==> config.mk <==
export PLATFORM = sky130hd
export DESIGN_NAME = control_unit
export DESIGN_NICKNAME = d
export VERILOG_FILES = /design/src/rtl/control_unit_pkg.sv /design/src/rtl/cu_branch_eval.sv /design/src/rtl/control_unit.sv
export SDC_FILE = /design/constraint.sdc
export NUM_CORES = 1
export LEC_CHECK = 0
export CORE_MARGIN = 4
export CORE_UTILIZATION = 30
export CTS_CLUSTER_DIAMETER = 60
export DETAILED_ROUTE_END_ITERATION = 8
export GPL_TIMING_DRIVEN = 0
export PLACE_DENSITY = 0.74
export SLEW_MARGIN = 20
export SYNTH_ARGS = -nofsm -noshare
export SYNTH_HDL_FRONTEND = slang
export SYNTH_SLANG_ARGS = --single-unit
==> constraint.sdc <==
create_clock -name clk -period 1.65 [get_ports clk]
set_clock_uncertainty 0.15 [all_clocks]
set_input_delay 0.33 -clock clk [delete_from_list [all_inputs] [get_ports clk]]
set_output_delay 0.33 -clock clk [all_outputs]
set_load 0.005 [all_outputs]
==> src/rtl/control_unit_pkg.sv <==
// Shared states, opcode and ALU-function encodings for the control_unit FSM.
package control_unit_pkg;

    typedef enum logic [3:0] {
        S_FETCH,
        S_DECODE,
        S_FETCH2,
        S_OPRD,
        S_ALU,
        S_WB,
        S_MEMWR,
        S_BR,
        S_HALT
    } state_e;

    localparam logic [3:0] OP_NOP  = 4'h0;
    localparam logic [3:0] OP_LDA  = 4'h1;
    localparam logic [3:0] OP_STA  = 4'h2;
    localparam logic [3:0] OP_ADD  = 4'h3;
    localparam logic [3:0] OP_SUB  = 4'h4;
    localparam logic [3:0] OP_AND  = 4'h5;
    localparam logic [3:0] OP_ALUR = 4'h6;
    localparam logic [3:0] OP_JMP  = 4'h7;
    localparam logic [3:0] OP_JC   = 4'h8;
    localparam logic [3:0] OP_JZ   = 4'h9;
    localparam logic [3:0] OP_JN   = 4'hA;
    localparam logic [3:0] OP_HLT  = 4'hF;

    localparam logic [2:0] ALU_ADD   = 3'b000;
    localparam logic [2:0] ALU_SUB   = 3'b001;
    localparam logic [2:0] ALU_AND   = 3'b010;
    localparam logic [2:0] ALU_OR    = 3'b011;
    localparam logic [2:0] ALU_NOTA  = 3'b100;
    localparam logic [2:0] ALU_PASSB = 3'b101;

    function automatic logic is_jump(input logic [3:0] op);
        return (op == OP_JMP) || (op == OP_JC) || (op == OP_JZ) || (op == OP_JN);
    endfunction

endpackage

==> src/rtl/cu_branch_eval.sv <==
// Branch-taken decision for JMP/JC/JZ/JN from the opcode and the C/Z/N flags.
module cu_branch_eval
    import control_unit_pkg::*;
(
    input  logic [3:0] ir_op_i,
    input  logic [2:0] czn_i,
    output logic       take_o
);

    always_comb begin
        take_o = 1'b0;
        case (ir_op_i)
            OP_JMP:  take_o = 1'b1;
            OP_JC:   take_o = czn_i[2];
            OP_JZ:   take_o = czn_i[1];
            OP_JN:   take_o = czn_i[0];
            default: take_o = 1'b0;
        endcase
    end

endmodule

==> src/rtl/control_unit.sv <==
// Moore-style multi-cycle control FSM for a simple accumulator datapath.
// Optional retired-instruction counter enabled by CONTROL_UNIT_RETIRE_CNT_EN.
module control_unit
    import control_unit_pkg::*;
#(
    parameter int RETIRE_W = 16
) (
    input  logic                clk,
    input  logic                rst,
    input  logic [3:0]          ir_op,
    input  logic [4:0]          di_op,
    input  logic [2:0]          czn,
    output logic                pc_inc,
    output logic                pc_ld,
    output logic                ir_ld,
    output logic                tr_ld,
    output logic                a_ld,
    output logic                b_ld,
    output logic                res_ld,
    output logic                czn_ld,
    output logic                mem_rd,
    output logic                mem_wr,
    output logic                acc_wr,
    output logic                addr_sel,
    output logic                b_src_sel,
    output logic                a_zero,
    output logic                b_zero,
    output logic [2:0]          alu_op,
    output logic                halted,
    output logic                illegal,
    output logic [RETIRE_W-1:0] retire_cnt
);

    state_e state_q, state_d;
    logic   br_take;
    logic   unused_di;

    assign unused_di = ^di_op[4:3];

    cu_branch_eval u_branch_eval (
        .ir_op_i (ir_op),
        .czn_i   (czn),
        .take_o  (br_take)
    );

    always_ff @(posedge clk or negedge rst) begin
        if (!rst) state_q <= S_FETCH;
        else      state_q <= state_d;
    end

    always_comb begin
        state_d   = state_q;
        pc_inc    = 1'b0;
        pc_ld     = 1'b0;
        ir_ld     = 1'b0;
        tr_ld     = 1'b0;
        a_ld      = 1'b0;
        b_ld      = 1'b0;
        res_ld    = 1'b0;
        czn_ld    = 1'b0;
        mem_rd    = 1'b0;
        mem_wr    = 1'b0;
        acc_wr    = 1'b0;
        addr_sel  = 1'b0;
        b_src_sel = 1'b0;
        a_zero    = 1'b0;
        b_zero    = 1'b0;
        alu_op    = ALU_ADD;
        halted    = 1'b0;
        illegal   = 1'b0;
        case (state_q)
            S_FETCH: begin
                mem_rd  = 1'b1;
                ir_ld   = 1'b1;
                pc_inc  = 1'b1;
                state_d = S_DECODE;
            end
            S_DECODE: begin
                case (ir_op)
                    OP_NOP:  state_d = S_FETCH;
                    OP_ALUR: state_d = S_OPRD;
                    OP_HLT:  state_d = S_HALT;
                    OP_LDA, OP_STA, OP_ADD, OP_SUB, OP_AND,
                    OP_JMP, OP_JC, OP_JZ, OP_JN: state_d = S_FETCH2;
                    default: begin
                        illegal = 1'b1;
                        state_d = S_FETCH;
                    end
                endcase
            end
            S_FETCH2: begin
                mem_rd  = 1'b1;
                tr_ld   = 1'b1;
                pc_inc  = 1'b1;
                state_d = is_jump(ir_op) ? S_BR : S_OPRD;
            end
            S_OPRD: begin
                a_ld = 1'b1;
                b_ld = 1'b1;
                if (ir_op inside {OP_LDA, OP_ADD, OP_SUB, OP_AND}) begin
                    mem_rd    = 1'b1;
                    addr_sel  = 1'b1;
                    b_src_sel = 1'b1;
                end
                state_d = (ir_op == OP_STA) ? S_MEMWR : S_ALU;
            end
            S_ALU: begin
                res_ld = 1'b1;
                czn_ld = 1'b1;
                case (ir_op)
                    // Function codes above PASS B are unused; fold them onto PASS B.
                    OP_ALUR: alu_op = (di_op[2:1] == 2'b11) ? ALU_PASSB : di_op[2:0];
                    OP_LDA: begin
                        a_zero = 1'b1;
                        alu_op = ALU_ADD;
                    end
                    OP_SUB:  alu_op = ALU_SUB;
                    OP_AND:  alu_op = ALU_AND;
                    default: alu_op = ALU_ADD;
                endcase
                state_d = S_WB;
            end
            S_WB: begin
                acc_wr  = 1'b1;
                state_d = S_FETCH;
            end
            S_MEMWR: begin
                mem_wr   = 1'b1;
                addr_sel = 1'b1;
                state_d  = S_FETCH;
            end
            S_BR: begin
                pc_ld   = br_take;
                state_d = S_FETCH;
            end
            S_HALT: begin
                halted  = 1'b1;
                state_d = S_HALT;
            end
            default: state_d = S_FETCH;
        endcase
        // Reset must silence every output immediately, not just at the next edge.
        if (!rst) begin
            pc_inc    = 1'b0;
            ir_ld     = 1'b0;
            mem_rd    = 1'b0;
            tr_ld     = 1'b0;
            a_ld      = 1'b0;
            b_ld      = 1'b0;
            res_ld    = 1'b0;
            czn_ld    = 1'b0;
            pc_ld     = 1'b0;
            mem_wr    = 1'b0;
            acc_wr    = 1'b0;
            addr_sel  = 1'b0;
            b_src_sel = 1'b0;
            a_zero    = 1'b0;
            alu_op    = ALU_ADD;
            halted    = 1'b0;
            illegal   = 1'b0;
        end
    end

`ifdef CONTROL_UNIT_RETIRE_CNT_EN
    logic [RETIRE_W-1:0] retire_q, retire_d;
    logic                retire_ev;

    assign retire_ev = (state_d == S_FETCH) &&
                       (((state_q == S_DECODE) && (ir_op == OP_NOP)) ||
                        (state_q inside {S_WB, S_MEMWR, S_BR}));
    assign retire_d  = retire_ev ? retire_q + {{(RETIRE_W-1){1'b0}}, 1'b1} : retire_q;

    always_ff @(posedge clk or negedge rst) begin
        if (!rst) retire_q <= '0;
        else      retire_q <= retire_d;
    end

    assign retire_cnt = retire_q;
`else
    assign retire_cnt = '0;
`endif

endmodule

==> results.yml <==
detailed_routing:
  viasPerCell: 4.723
  drt_iter0_drc: 22
  ant_nets: 0
  wl_per_cell_um: 13.02
  vias: 902
  routed_wl_mm: 2.487
  drc: 0
  dr.pass1.iters: 4
cells_and_area:
  ff_latch_area_um2: 105.1
  finalNetCount: 180
  largest_reg_flops: 4
  drive_above_1_share_pct: 61.59
  reg_top3: "state_q: 4 flops"
  antenna_cells: 0
  design_area_um2: 1360
  area_growth_pct: 109.0
  multi_input_area_um2: 553.0
  top_register: "state_q"
  nFillCells: 148
  finalNonFillerCells: 191
yosys:
  ys_seq_area_share_pct: 15.38
  async_reset_ff_share_pct: 100.0
  yosysWarnings: 0
  synth_flop_cell: "dfrtp_1"
  synthTopCellsByArea: "buf_4 (22%), dfrtp_1 (15%), nor2_1 (4.0%)"
  syn_inst: 92
  synthDistinctLibCells: 37
  netlist_area_um2: 650.6
  postSynthAreaPerCell_um2: 7.072
  synth_edf_count: 0
  synth_most_common_cell: "buf_4"
  ys_ff_latch: 4
  synth_area_leader_cell: "buf_4"
  yosys-top-cells-count: "buf_4 (19), nor2_1 (7), nand2_1 (6), inv_1 (5)"
  synth_top_cell_area_share_pct: 21.92
clocking:
  clock_latency_ns: 0.23
  numCtsBuffers: 3
  path_clk_slew_ns: 0.04
  clock-sinks: 4
  cts.htree.levels: 1
  cts_tree: "yes"
  cts_buffer_depth: 2
  root_buffer: "clkbuf_4"
grt:
  grt_overflow: 0
  grt_pass1_wl_mm: 3.201
  grt_pass1_vias: 784
  grt_usage_pct: 14.37
  antenna_found_initial: 0
  grt_start_max_net_pins: 11
sta:
  finalSetupViolations: 19
  rsz0062_at_grt: "yes"
  tns_ns: -6.201
  fmax_mhz: 445.7
  finalHoldViolations: 0
  report.final.slew_viol_count: 0
  period_needed_ns: 2.244
  fin_ws_ns: -0.5938
  period_share_pct: 136.0
critical_path:
  arrival_ns: 1.76
  worstPathMaxFanout: 3
  endpoint: "addr_sel"
  critPathRequiredTime_ns: 1.17
  worst_r2r_startpoint: "state_q[3]"
  r2r_slack_ns: 0.11
  critPathBufInv: 2
  cp_cell_sequence: "or3b_4 > a2111o_1 > buf_6 > o31ai_2 > buf_2"
  startpoint: "state_q[2]"
  critPathMaxStageDelay_ns: 0.41
  startpoint_type: "register"
  end_kind: "primary output"
  critPathKind: "register to primary output"
  cp.depth: 5
  crit_family: "compound AO/OA/AOI/OAI gates"
  ff2ff_path_depth: 5
  critical_path.slowest_cell: "dfrtp_2"
  r2r_end: "state_q[1]"
die:
  io_pins: 50
  die_h_um: 54.57
  core_um2: 2002
  fp.dieArea_um2: 2978
  die_x_um: 54.57
  rows: 16
  start_util_pct: 32.50
status:
  run_status: "finished, violations left"
  violations: "negative setup slack"
placement:
  hpwl_mm: 1.455
  place_ws_ns: -1.203
  dpl-instance-area_um2: 1045
  place.gp.congestion: 0.8298
  port-buffer-count: 28
  dp_cells: 163
run:
  cap_violations: 0
min_path:
  hold_class: "input pin to register"
  hold_depth: 4
pwr:
  vdd_ir_drop_max_uv: 672.5
  power_per_cell_area_nw_per_um2: 817.8
  power.total_w: 0.001112
  leakagePower_nw: 0.7115
## worst min-delay path by stage
| stage | startpoint | slack [ns] | end |
|---|---|---|---|
| 6_report | ir_op[1] | 0.41 | state_q[1] |
| 5_1_grt | ir_op[1] | 0.45 | state_q[1] |
| 4_1_cts | rst | -0.14 | state_q[0] |
| 3_5_place_dp | state_q[2] | 0.41 | state_q[1] |
| 3_3_place_gp | state_q[2] | 0.40 | state_q[1] |
| 2_1_floorplan | rst | -0.12 | state_q[0] |
## layout make-up
cell class,count,share of cell area [%]
multi-input combinational,74,40.66
timing repair buffer,56,33.76
buffer,22,12.33
sequential,4,7.728
tap,27,2.484
clock buffer,3,1.656
inverter,5,1.380
## placed cells by master, fill, tap and decap left out, types with 4 or more instances in the layout
cell type / synthesis / routed
nor2_1: 7 / 4
dfrtp_2: 0 / 4
nand2_1: 6 / 5
clkdlybuf4s50_1: 0 / 4
buf_6: 1 / 14
buf_4: 19 / 36
buf_2: 3 / 17
conb_1: 1 / 17
## worst reg2reg max path, cell delays in order (launching register included)
cell and delay, ns:
dfrtp_2 0.42, buf_6 0.13, buf_6 0.11, buf_4 0.12
buf_4 0.14, a2111oi_1 0.34
## where the power goes
group / internal (W) / switching [W] / total [W]
Sequential: 0.000142 / 0.0000490 / 0.000191
Clock: 0.0000812 / 0.0000377 / 0.000119
Combinational: 0.000414 / 0.000388 / 0.000802
## per-stage QoR
stage | hold WS [ns] | util [%]
4_1_cts | -0.1439 | 61.50
3_3_place_gp | 0.3955 | 52.19
3_5_place_dp | 0.4128 | 52.19
2_1_floorplan | -0.1156 | -
6_report | 0.4137 | 67.94
5_1_grt | 0.4527 | 67.94
## what timing repair did
action | CTS | global route
gates resized for setup | 111 | 26
endpoints found under the setup margin | 20 | 20
pin swaps | 11 | 4
endpoints found under the hold margin | 4 | 4
setup buffers | 23 | 12
## metal layers
| layer | up-vias | wire (um) | track usage, % |
|---|---|---|---|
| li1 | 431 | - | - |
| met1 | 424 | 941 | 15.58 |
| met2 | 43 | 1279 | 27.69 |
| met3 | 4 | 240 | 2.725 |
| met4 | 0 | 26 | 4.149 |
| met5 | - | 0 | 0 |
## cells by family after synthesis
kind of cell / after synthesis / synth area share [%]
and+or+nand+nor: 40 / 34.81
other: 1 / 0.5764
buffers and inverters: 30 / 30.00
DFF: 4 / 15.39
xor gates and xnor gates: 1 / 1.346
AOI/OAI and AO/OA: 15 / 16.16
muxes: 1 / 1.731
No activity file was read; power rests on OpenSTA's default activity.
